File: config.mk
export PLATFORM = sky130hd
export DESIGN_NAME = csb_fifo_flopram_ctrl
export DESIGN_NICKNAME = d
export VERILOG_FILES = /design/src/rtl/csb_fifo_flopram_ctrl.sv
export SDC_FILE = /design/constraint.sdc
export NUM_CORES = 1
export LEC_CHECK = 0
export CORE_MARGIN = 10
export CORE_UTILIZATION = 44
export DETAILED_ROUTE_END_ITERATION = 8
export HOLD_SLACK_MARGIN = 0.06
export PLACE_DENSITY = 0.78
export SYNTH_ARGS = -nofsm -noshare
export SYNTH_HDL_FRONTEND = slang
export SYNTH_SLANG_ARGS = --single-unit
File: constraint.sdc
create_clock -name clk -period 2.5 [get_ports clk]
set_input_delay 0.25 -clock clk [delete_from_list [all_inputs] [get_ports clk]]
set_output_delay 0.25 -clock clk [all_outputs]
set_load 0.01 [all_outputs]
File: src/rtl/csb_fifo_flopram_ctrl.sv
// ---------------------------------------------------------------------------
// csb_fifo_flopram_ctrl
//
// Pointer and flow-control sequencer for the small write-delayed flopram on
// the falcon2csb side of the CSB master. The ram captures push data into an
// input register one cycle (iwe) and commits it to an entry the next cycle
// (we/wa). This block hands out write slots, schedules the delayed commit,
// gates the ram clock to commit cycles and exposes a valid/ready pop stream
// whose data is the ram dout at ram_ra.
//
// Ports
//   clk         in   core clock, all flops on posedge
//   reset_      in   asynchronous active-low reset
//   wr_req      in   push request (push data is on ram di this cycle)
//   wr_ready    out  push accepted when wr_req & wr_ready
//   rd_pvld     out  pop data valid on ram dout
//   rd_prdy     in   pop consumer ready
//   ram_iwe     out  ram input-capture enable (di -> di_d)
//   ram_we      out  ram commit enable (di_d -> entry ram_wa)
//   ram_wa      out  ram commit address
//   ram_ra      out  ram read address
//   ram_clk_en  out  enable for the ram clock gate
//   wr_count    out  slots reserved (pushed, not yet popped)
//   idle        out  no entries held and no commit pending
// ---------------------------------------------------------------------------
module csb_fifo_flopram_ctrl #(
    parameter int DEPTH = 4,
    parameter int AW    = 2,
    parameter int CW    = 3
) (
    input  logic          clk,
    input  logic          reset_,
    input  logic          wr_req,
    output logic          wr_ready,
    output logic          rd_pvld,
    input  logic          rd_prdy,
    output logic          ram_iwe,
    output logic          ram_we,
    output logic [AW-1:0] ram_wa,
    output logic [AW-1:0] ram_ra,
    output logic          ram_clk_en,
    output logic [CW-1:0] wr_count,
    output logic          idle
);

    // Write side: wr_count counts reserved slots, so it moves on the push
    // cycle and is what guards against overflow.
    logic [AW-1:0] wr_adr_q, wr_adr_d;
    logic [CW-1:0] wr_count_q, wr_count_d;

    // Read side: rd_count only counts entries whose commit edge has passed,
    // so a slot is never presented for pop while it is still in di_d.
    logic [AW-1:0] rd_adr_q, rd_adr_d;
    logic [CW-1:0] rd_count_q, rd_count_d;

    // Delayed commit stage.
    logic          ram_we_q, ram_we_d;
    logic [AW-1:0] ram_wa_q, ram_wa_d;

    logic          wr_pushing;
    logic          rd_popping;

    // wr_ready depends on registered state only; a same-cycle pop does not
    // open a slot until the following cycle.
    assign wr_ready   = (wr_count_q != CW'(DEPTH));
    assign wr_pushing = wr_req & wr_ready;
    assign ram_iwe    = wr_pushing;

    assign rd_pvld    = (rd_count_q != '0);
    assign rd_popping = rd_pvld & rd_prdy;
    assign ram_ra     = rd_adr_q;

    assign ram_we     = ram_we_q;
    assign ram_wa     = ram_wa_q;
    assign ram_clk_en = ram_we_q;

    assign wr_count   = wr_count_q;
    assign idle       = (wr_count_q == '0) & ~ram_we_q;

    always_comb begin
        wr_adr_d   = wr_adr_q;
        rd_adr_d   = rd_adr_q;
        ram_we_d   = wr_pushing;
        ram_wa_d   = ram_wa_q;
        // DEPTH is a power of two, so the natural AW-bit wrap is mod DEPTH.
        if (wr_pushing) begin
            ram_wa_d = wr_adr_q;
            wr_adr_d = wr_adr_q + AW'(1);
        end
        if (rd_popping) begin
            rd_adr_d = rd_adr_q + AW'(1);
        end
        wr_count_d = wr_count_q + CW'(wr_pushing) - CW'(rd_popping);
        rd_count_d = rd_count_q + CW'(ram_we_q)   - CW'(rd_popping);
    end

    always_ff @(posedge clk or negedge reset_) begin
        if (!reset_) begin
            wr_adr_q   <= '0;
            rd_adr_q   <= '0;
            wr_count_q <= '0;
            rd_count_q <= '0;
            ram_we_q   <= 1'b0;
            ram_wa_q   <= '0;
        end else begin
            wr_adr_q   <= wr_adr_d;
            rd_adr_q   <= rd_adr_d;
            wr_count_q <= wr_count_d;
            rd_count_q <= rd_count_d;
            ram_we_q   <= ram_we_d;
            ram_wa_q   <= ram_wa_d;
        end
    end

    // The only gap between reserved and committed is the one commit in
    // flight, and neither count can leave [0, DEPTH].
    always_ff @(posedge clk) begin
        if (reset_) begin
            assert (wr_count_q <= CW'(DEPTH));
            assert (rd_count_q <= wr_count_q);
            assert ((wr_count_q - rd_count_q) == CW'(ram_we_q));
        end
    end

endmodule

==> results of run 1 <==
-- cells in the final DEF, fill, tap and decap left out, types with 2 or more instances in the layout --
cell,Yosys,routed
clkbuf_4,0,3
clkdlybuf4s50_1,0,16
dfrtp_1,13,13
fa_1,2,2
ha_1,4,4
inv_1,9,9
xnor2_1,6,6
xor2_1,2,2
-- worst paths after layout --
path / from / to / slack, ns / cells past startpoint
setup / recovery: rd_count_q[0] / rd_count_q[2] / 0.23 / 8
hold / removal: reset_ / wr_adr_q[1] / 0.33 / 1
setup reg to reg: rd_count_q[0] / rd_count_q[2] / 0.23 / 8
hold reg to reg: wr_adr_q[1] / wr_adr_q[1] / 0.46 / 1
max in group asynchronous: reset_ / rd_count_q[2] / 1.80 / 1
min in group clk: wr_adr_q[1] / wr_adr_q[1] / 0.46 / 1
-- flip-flops by register name (all words and copies together) (netlist names) --
name	flops
ram_clk_en	1
ram_ra	2
ram_wa	2
rd_count_q	3
wr_adr_q	2
wr_count	3
-- area by class of cell --
cell class                 instances  area (sq um)
inverter                           9         33.78
multi-input combinational         23         231.5
sequential                        13         325.3
timing repair buffer              16         160.2
tap                               15         18.77
fill                             114         489.2
clock buffer                       4         26.28
-- power by group --
| part | total, mW | switching (mW) | internal [mW] |
|---|---|---|---|
| clock network | 0.130 | 0.0679 | 0.0620 |
| registers | 0.409 | 0.0839 | 0.325 |
| logic | 0.560 | 0.234 | 0.325 |
| total | 1.10 | 0.386 | 0.713 |
-- cells by family (layout without fill, tap and decap cells) --
logic type / Yosys count / in the layout / synth area share
muxes: 1 / 1 / 0.01883
and+or+nand+nor: 7 / 7 / 0.08788
AOI/OAI and AO/OA: 1 / 1 / 0.01256
adders and majority gates: 6 / 6 / 0.1506
xor gates and xnor gates: 8 / 8 / 0.1172
DFF: 13 / 13 / 0.5439
buffers and inverters: 10 / 29 / 0.06904
-- stage by stage --
| step | instances | instance area, sq um | hold slack (ns) |
|---|---|---|---|
| final | 80 | 795.8 | 0.3277 |
| after global routing | 80 | 795.8 | 0.3528 |
| after CTS | 80 | 795.8 | 0.3377 |
| after detailed placement | 76 | 769.5 | 0.4545 |
| after global placement | 76 | 769.5 | 0.4535 |
| after floorplan | 46 | 598.1 | -0.04559 |
-- layer usage --
| layer | global-route usage | share of wire |
|---|---|---|
| met5 | 0 | 0 |
| met4 | 0.06040 | 0.033 |
| met3 | 0.04270 | 0.10 |
| met2 | 0.1113 | 0.48 |
| met1 | 0.07015 | 0.38 |
==> results.tsv, run 1 <==
stage	metric	value	unit
status	status	finished clean	
die	Ports	17	
setup_path	crit start category	flop	
clocking	number of buffers created by CTS	3	
clocking	CTS tree	yes	
sta	post-route setup TNS	0	ns
setup_path	CP endpoint kind	flop	
yosys	Synth warnings	0	
cells_and_area	Final nets	76	
yosys	syn avg cell area	13.00	sq um
die	die area	0.003234	sq mm
sta	relative slew slack	0.6238	
placed_design	Place WS	0.2470	ns
placed_design	DP Wirelength	848.4	um
drt	DRT iter0 DRCs	2	
global_routing	initial antenna violation count	0	
die	num rows	13	
yosys	post-synth top area share	0.5439	
drt	Post-DRT Antenna Nets	0	
yosys	EDFF count, synth	0	
cells_and_area	Area Growth Syn to Fin	33.05	%
sta	f_max	0.4403	GHz
clocking	clk root buf	clkbuf_4	
yosys	top post-synthesis cells by area	dfrtp_1 (54%), xnor2_1 (8.8%), ha_1 (8.4%)	
yosys	most frequent cell after synthesis	dfrtp_1	
pwr	Tot Pwr	1.099	mW
yosys	synthesized instance count	46	
die	CORE AREA	0.001285	sq mm
yosys	Synthesized Nets	56	
sta	Final period util	0.9085	
setup_path	WP buf/inv	1	
global_routing	GRT Overall Usage	0.07339	
die	DIE WIDTH	56.87	um
flow_run	maxcap violations	0	
placed_design	RD Place Congestion	0.7040	
min_path	Min-Delay Path Class	primary input to asynchronous set/reset pin	
setup_path	CP Class	flop to flop	
clocking	postcts setup bufs	0	
yosys	Synth cell types	16	
sta	skew final	0.001524	ns
sta	final hold vios	0	
placed_design	port buffer count	16	
pwr	PD cells	1381	mW/mm^2
clocking	clk_lat worst skew	0.28	ns
global_routing	grt total ovfl	0	
cells_and_area	fin util	0.6193	
pwr	maximum VDD drop	0.0006243	V
cells_and_area	layout cells sized above 1	0.09231	
die	Initial Util	0.4654	
cells_and_area	# diodes	0	
yosys	fraction of registers with async set/reset	1.000	
drt	Pre-antenna DRT Iters	2	
global_routing	largest net degree at the start of global routing	14	
sta	final slew viol count	0	
yosys	Post-Syn Area	598.1	sq um
clocking	H-tree depth	1	
sta	Final setup viols	0	
clocking	PostCTS Resize Cnt	0	
setup_path	max incr delay on CP	0.41	ns
setup_path	Crit Path Max Fanout	3	
clocking	clk slew on worst S/H paths	0.07	ns
drt	Routed WL	1064	um
clocking	Hold-fix buffers, CTS	0	
sta	Worst-Margin Slew	0.5626	ns
die	Die Height	56.87	um
yosys	Seq cells post-synth	13	
drt	via count	372	
setup_path	WP data required	2.70	ns
global_routing	number of global-route vias before repair	394	
global_routing	first-pass GRT wire length	1807	um
drt	number of remaining DRC errors	0	
yosys	top cells by count, synth	dfrtp_1 (13), inv_1 (9), xnor2_1 (6), ha_1 (4)	
setup_path	Critical Path Slowest Stage Cell	or3_1	
setup_path	Crit path max-delay family	adder cells	
clocking	clk buf depth	2	
yosys	sequential area share after synthesis	0.5439	
setup_path	WP data arrival	2.47	ns
yosys	Most used DFF post-synth	dfrtp_1	
setup_path	CP cell instances	or3_1 -> and2_1 -> ha_1 -> inv_1 -> ha_1 -> fa_1 -> xnor2_1 -> xnor2_1	
yosys	area leader, netlist	dfrtp_1	
sta	final worst-path setup slack	0.2288	ns
drt	Via density	4.650	
drt	Routed WL per cell	13.30	um
pwr	leakage	0.3713	nW
clocking	CTS sink count	13	
sta	minimum clock period	2.271	ns
sta	RSZ-0062 raised after global routing	false	
No activity file was read; power rests on OpenSTA's default activity.
==> inputs of run 2 (changes only) <==
--- a/config.mk
+++ b/config.mk
@@ -9,7 +9,7 @@
 export CORE_UTILIZATION = 44
 export DETAILED_ROUTE_END_ITERATION = 8
 export HOLD_SLACK_MARGIN = 0.06
-export PLACE_DENSITY = 0.78
+export PLACE_DENSITY = 0.79
 export SYNTH_ARGS = -nofsm -noshare
 export SYNTH_HDL_FRONTEND = slang
 export SYNTH_SLANG_ARGS = --single-unit
==> run 2 against run 1 <==
Cell count unchanged. Design area unchanged. Combinational power fell by 1%. Hold slack better by 0.015 ns. Global-route usage is 0.43 points higher. Clock power down 3%. Wire length rose by 0.19%. Sequential share of layout area is the same. Sequential power hardly changed. Utilization did not move. Critical endpoint unchanged.
==> results.tsv, run 2 (synthesized netlist as in run 1, its figures left out) <==
stage	metric	value	unit	change
pwr	leakage	0.3713	nW	unchanged
drt	via count	372		unchanged
drt	Post-DRT Antenna Nets	0		unchanged
clocking	clk slew on worst S/H paths	0.07	ns	about the same
cells_and_area	Final Instance Area	795.8	sq um	unchanged
global_routing	GRT Overall Usage	0.07772		was 0.07339
global_routing	largest net degree at the start of global routing	14		unchanged
drt	Pre-antenna DRT Iters	2		unchanged
clocking	PostCTS Resize Cnt	0		unchanged
clocking	CTS sink count	13		unchanged
min_path	Min-Delay Path Class	primary input to asynchronous set/reset pin		unchanged
sta	relative slew slack	0.6205		was 0.6238
sta	final worst-path setup slack	0.2297	ns	was 0.2288 ns
setup_path	Crit path max-delay family	adder cells		unchanged
setup_path	Worst R2R Path Depth	8		unchanged
sta	skew final	0.0003586	ns	was 0.001524 ns
sta	RSZ-0062 raised after global routing	false		unchanged
cells_and_area	most frequent cells in the layout	clkdlybuf4s50_1 (16), dfrtp_1 (13), inv_1 (9)		unchanged
sta	final slew viol count	0		unchanged
clocking	H-tree depth	1		unchanged
sta	minimum clock period	2.270	ns	was 2.271 ns
die	num rows	13		unchanged
clocking	clk root buf	clkbuf_4		unchanged
placed_design	port buffer count	16		unchanged
cells_and_area	# diodes	0		unchanged
die	Die Height	56.87	um	unchanged
die	Ports	17		unchanged
setup_path	WP buf/inv	1		unchanged
drt	Via density	4.650		unchanged
global_routing	first-pass GRT wire length	2007	um	was 1807 um
global_routing	number of global-route vias before repair	458		was 394
drt	Routed WL per cell	13.33	um	was 13.30 um
clocking	clk buf depth	2		unchanged
setup_path	CP cell instances	or3_1 -> and2_1 -> ha_1 -> inv_1 -> ha_1 -> fa_1 -> xnor2_1 -> xnor2_1		unchanged
die	DIE WIDTH	56.87	um	unchanged
clocking	clk_lat worst skew	0.27	ns	was 0.28 ns
die	CORE AREA	0.001285	sq mm	unchanged
sta	Final setup viols	0		unchanged
cells_and_area	Final nets	76		unchanged
setup_path	Reg2Reg Launch Point	rd_count_q[0]		unchanged
setup_path	FF-to-FF setup slack	0.23	ns	about the same
setup_path	WP data arrival	2.46	ns	was 2.47 ns
setup_path	RR Endpoint	rd_count_q[2]		unchanged
cells_and_area	fin util	0.6193		unchanged
cells_and_area	commonest non-fill, non-tap cell in the layout	clkdlybuf4s50_1		unchanged
sta	Worst-Margin Slew	0.5674	ns	was 0.5626 ns
cells_and_area	Area Growth Syn to Fin	33.05	%	unchanged
setup_path	crit path to	rd_count_q[2]		unchanged
setup_path	CP endpoint kind	flop		unchanged
placed_design	RD Place Congestion	0.7144		was 0.7040
die	die area	0.003234	sq mm	unchanged
pwr	PD cells	1370	mW/mm^2	was 1381 mW/mm^2
setup_path	Stages on worst setup path	8		unchanged
setup_path	CP Class	flop to flop		unchanged
placed_design	Placement Cell Area	769.5	sq um	unchanged
global_routing	grt total ovfl	0		unchanged
drt	DRT iter0 DRCs	4		was 2
drt	Routed WL	1066	um	was 1064 um
pwr	maximum VDD drop	0.0006624	V	was 0.0006243 V
drt	number of remaining DRC errors	0		unchanged
setup_path	Critical Path Start	rd_count_q[0]		unchanged
clocking	CTS tree	yes		unchanged
clocking	postcts setup bufs	0		unchanged
placed_design	Place WS	0.2246	ns	was 0.2470 ns
sta	Final period util	0.9081		was 0.9085
setup_path	Crit Path Max Fanout	3		unchanged
setup_path	Critical Path Slowest Stage Cell	or3_1		unchanged
pwr	Tot Pwr	1.090	mW	was 1.099 mW
flow_run	maxcap violations	0		unchanged
sta	post-route setup TNS	0	ns	unchanged
sta	final hold vios	0		unchanged
setup_path	max incr delay on CP	0.41	ns	about the same
clocking	Hold-fix buffers, CTS	0		unchanged
setup_path	WP data required	2.69	ns	was 2.70 ns
placed_design	DP Wirelength	906.2	um	was 848.4 um
sta	f_max	0.4405	GHz	was 0.4403 GHz
clocking	number of buffers created by CTS	3		unchanged
die	Initial Util	0.4654		unchanged
setup_path	crit start category	flop		unchanged
global_routing	initial antenna violation count	0		unchanged
cells_and_area	layout cells sized above 1	0.09231		unchanged
status	status	finished clean		unchanged
==> run 2: cell counts in the layout (fill, tap and decap cells not counted) <==
No cell type changed its count.
==> run 2: cell type report <==
type                       instances  area (sq um)
tap                               15         18.77
inverter                           9         33.78
timing repair buffer              16         160.2
clock buffer                       4         26.28
fill                             114         489.2
multi-input combinational         23         231.5
sequential                        13         325.3
==> run 2: power by group <==
group | leakage, nW | switching, mW | internal [mW]
combinational | 0.204 | 0.229 | 0.323
sequential | 0.153 | 0.0870 | 0.325
clock | 0.0150 | 0.0641 | 0.0617
==> run 2: metal layers <==
layer | wire, um | up-vias | global-route usage
met3 | 119 | 4 | 0.04494
met5 | 0 | - | 0
li1 | - | 182 | -
met2 | 535 | 12 | 0.1285
met1 | 384 | 174 | 0.07478
met4 | 27 | 0 | 0.04027
==> run 2: worst min path at each step <==
stage / from / to / slack (ns) / cells after the start
finish: reset_ / rd_count_q[1] / 0.34 / 1
global route: reset_ / rd_count_q[1] / 0.39 / 1
CTS: reset_ / rd_count_q[1] / 0.36 / 1
detailed placement: ram_wa[0] / ram_wa[0] / 0.47 / 1
global placement: wr_adr_q[1] / wr_adr_q[1] / 0.46 / 1
floorplan: reset_ / ram_clk_en / -0.05 / 0
==> run 2: per-stage QoR <==
| step | hold slack [ns] | instances |
|---|---|---|
| final | 0.3424 | 80 |
| after global routing | 0.3899 | 80 |
| after CTS | 0.3605 | 80 |
| after detailed placement | 0.4652 | 76 |
| after global placement | 0.4581 | 76 |
| after floorplan | -0.04559 | 46 |
==> run 2: worst reg2reg max path, cell delays in order (launching register included) <==
cell	delay (ns)
dfrtp_1	0.38
or3_1	0.41
and2_1	0.21
ha_1	0.28
inv_1	0.04
ha_1	0.19
fa_1	0.38
xnor2_1	0.17
xnor2_1	0.14
==> inputs of run 3 (changes only) <==
--- a/config.mk
+++ b/config.mk
@@ -13,3 +13,4 @@
 export SYNTH_ARGS = -nofsm -noshare
 export SYNTH_HDL_FRONTEND = slang
 export SYNTH_SLANG_ARGS = --single-unit
+export TNS_END_PERCENT = 10
==> results of run 3 <==
No change in the layout: final DEF, timing and power equal those of run 2.
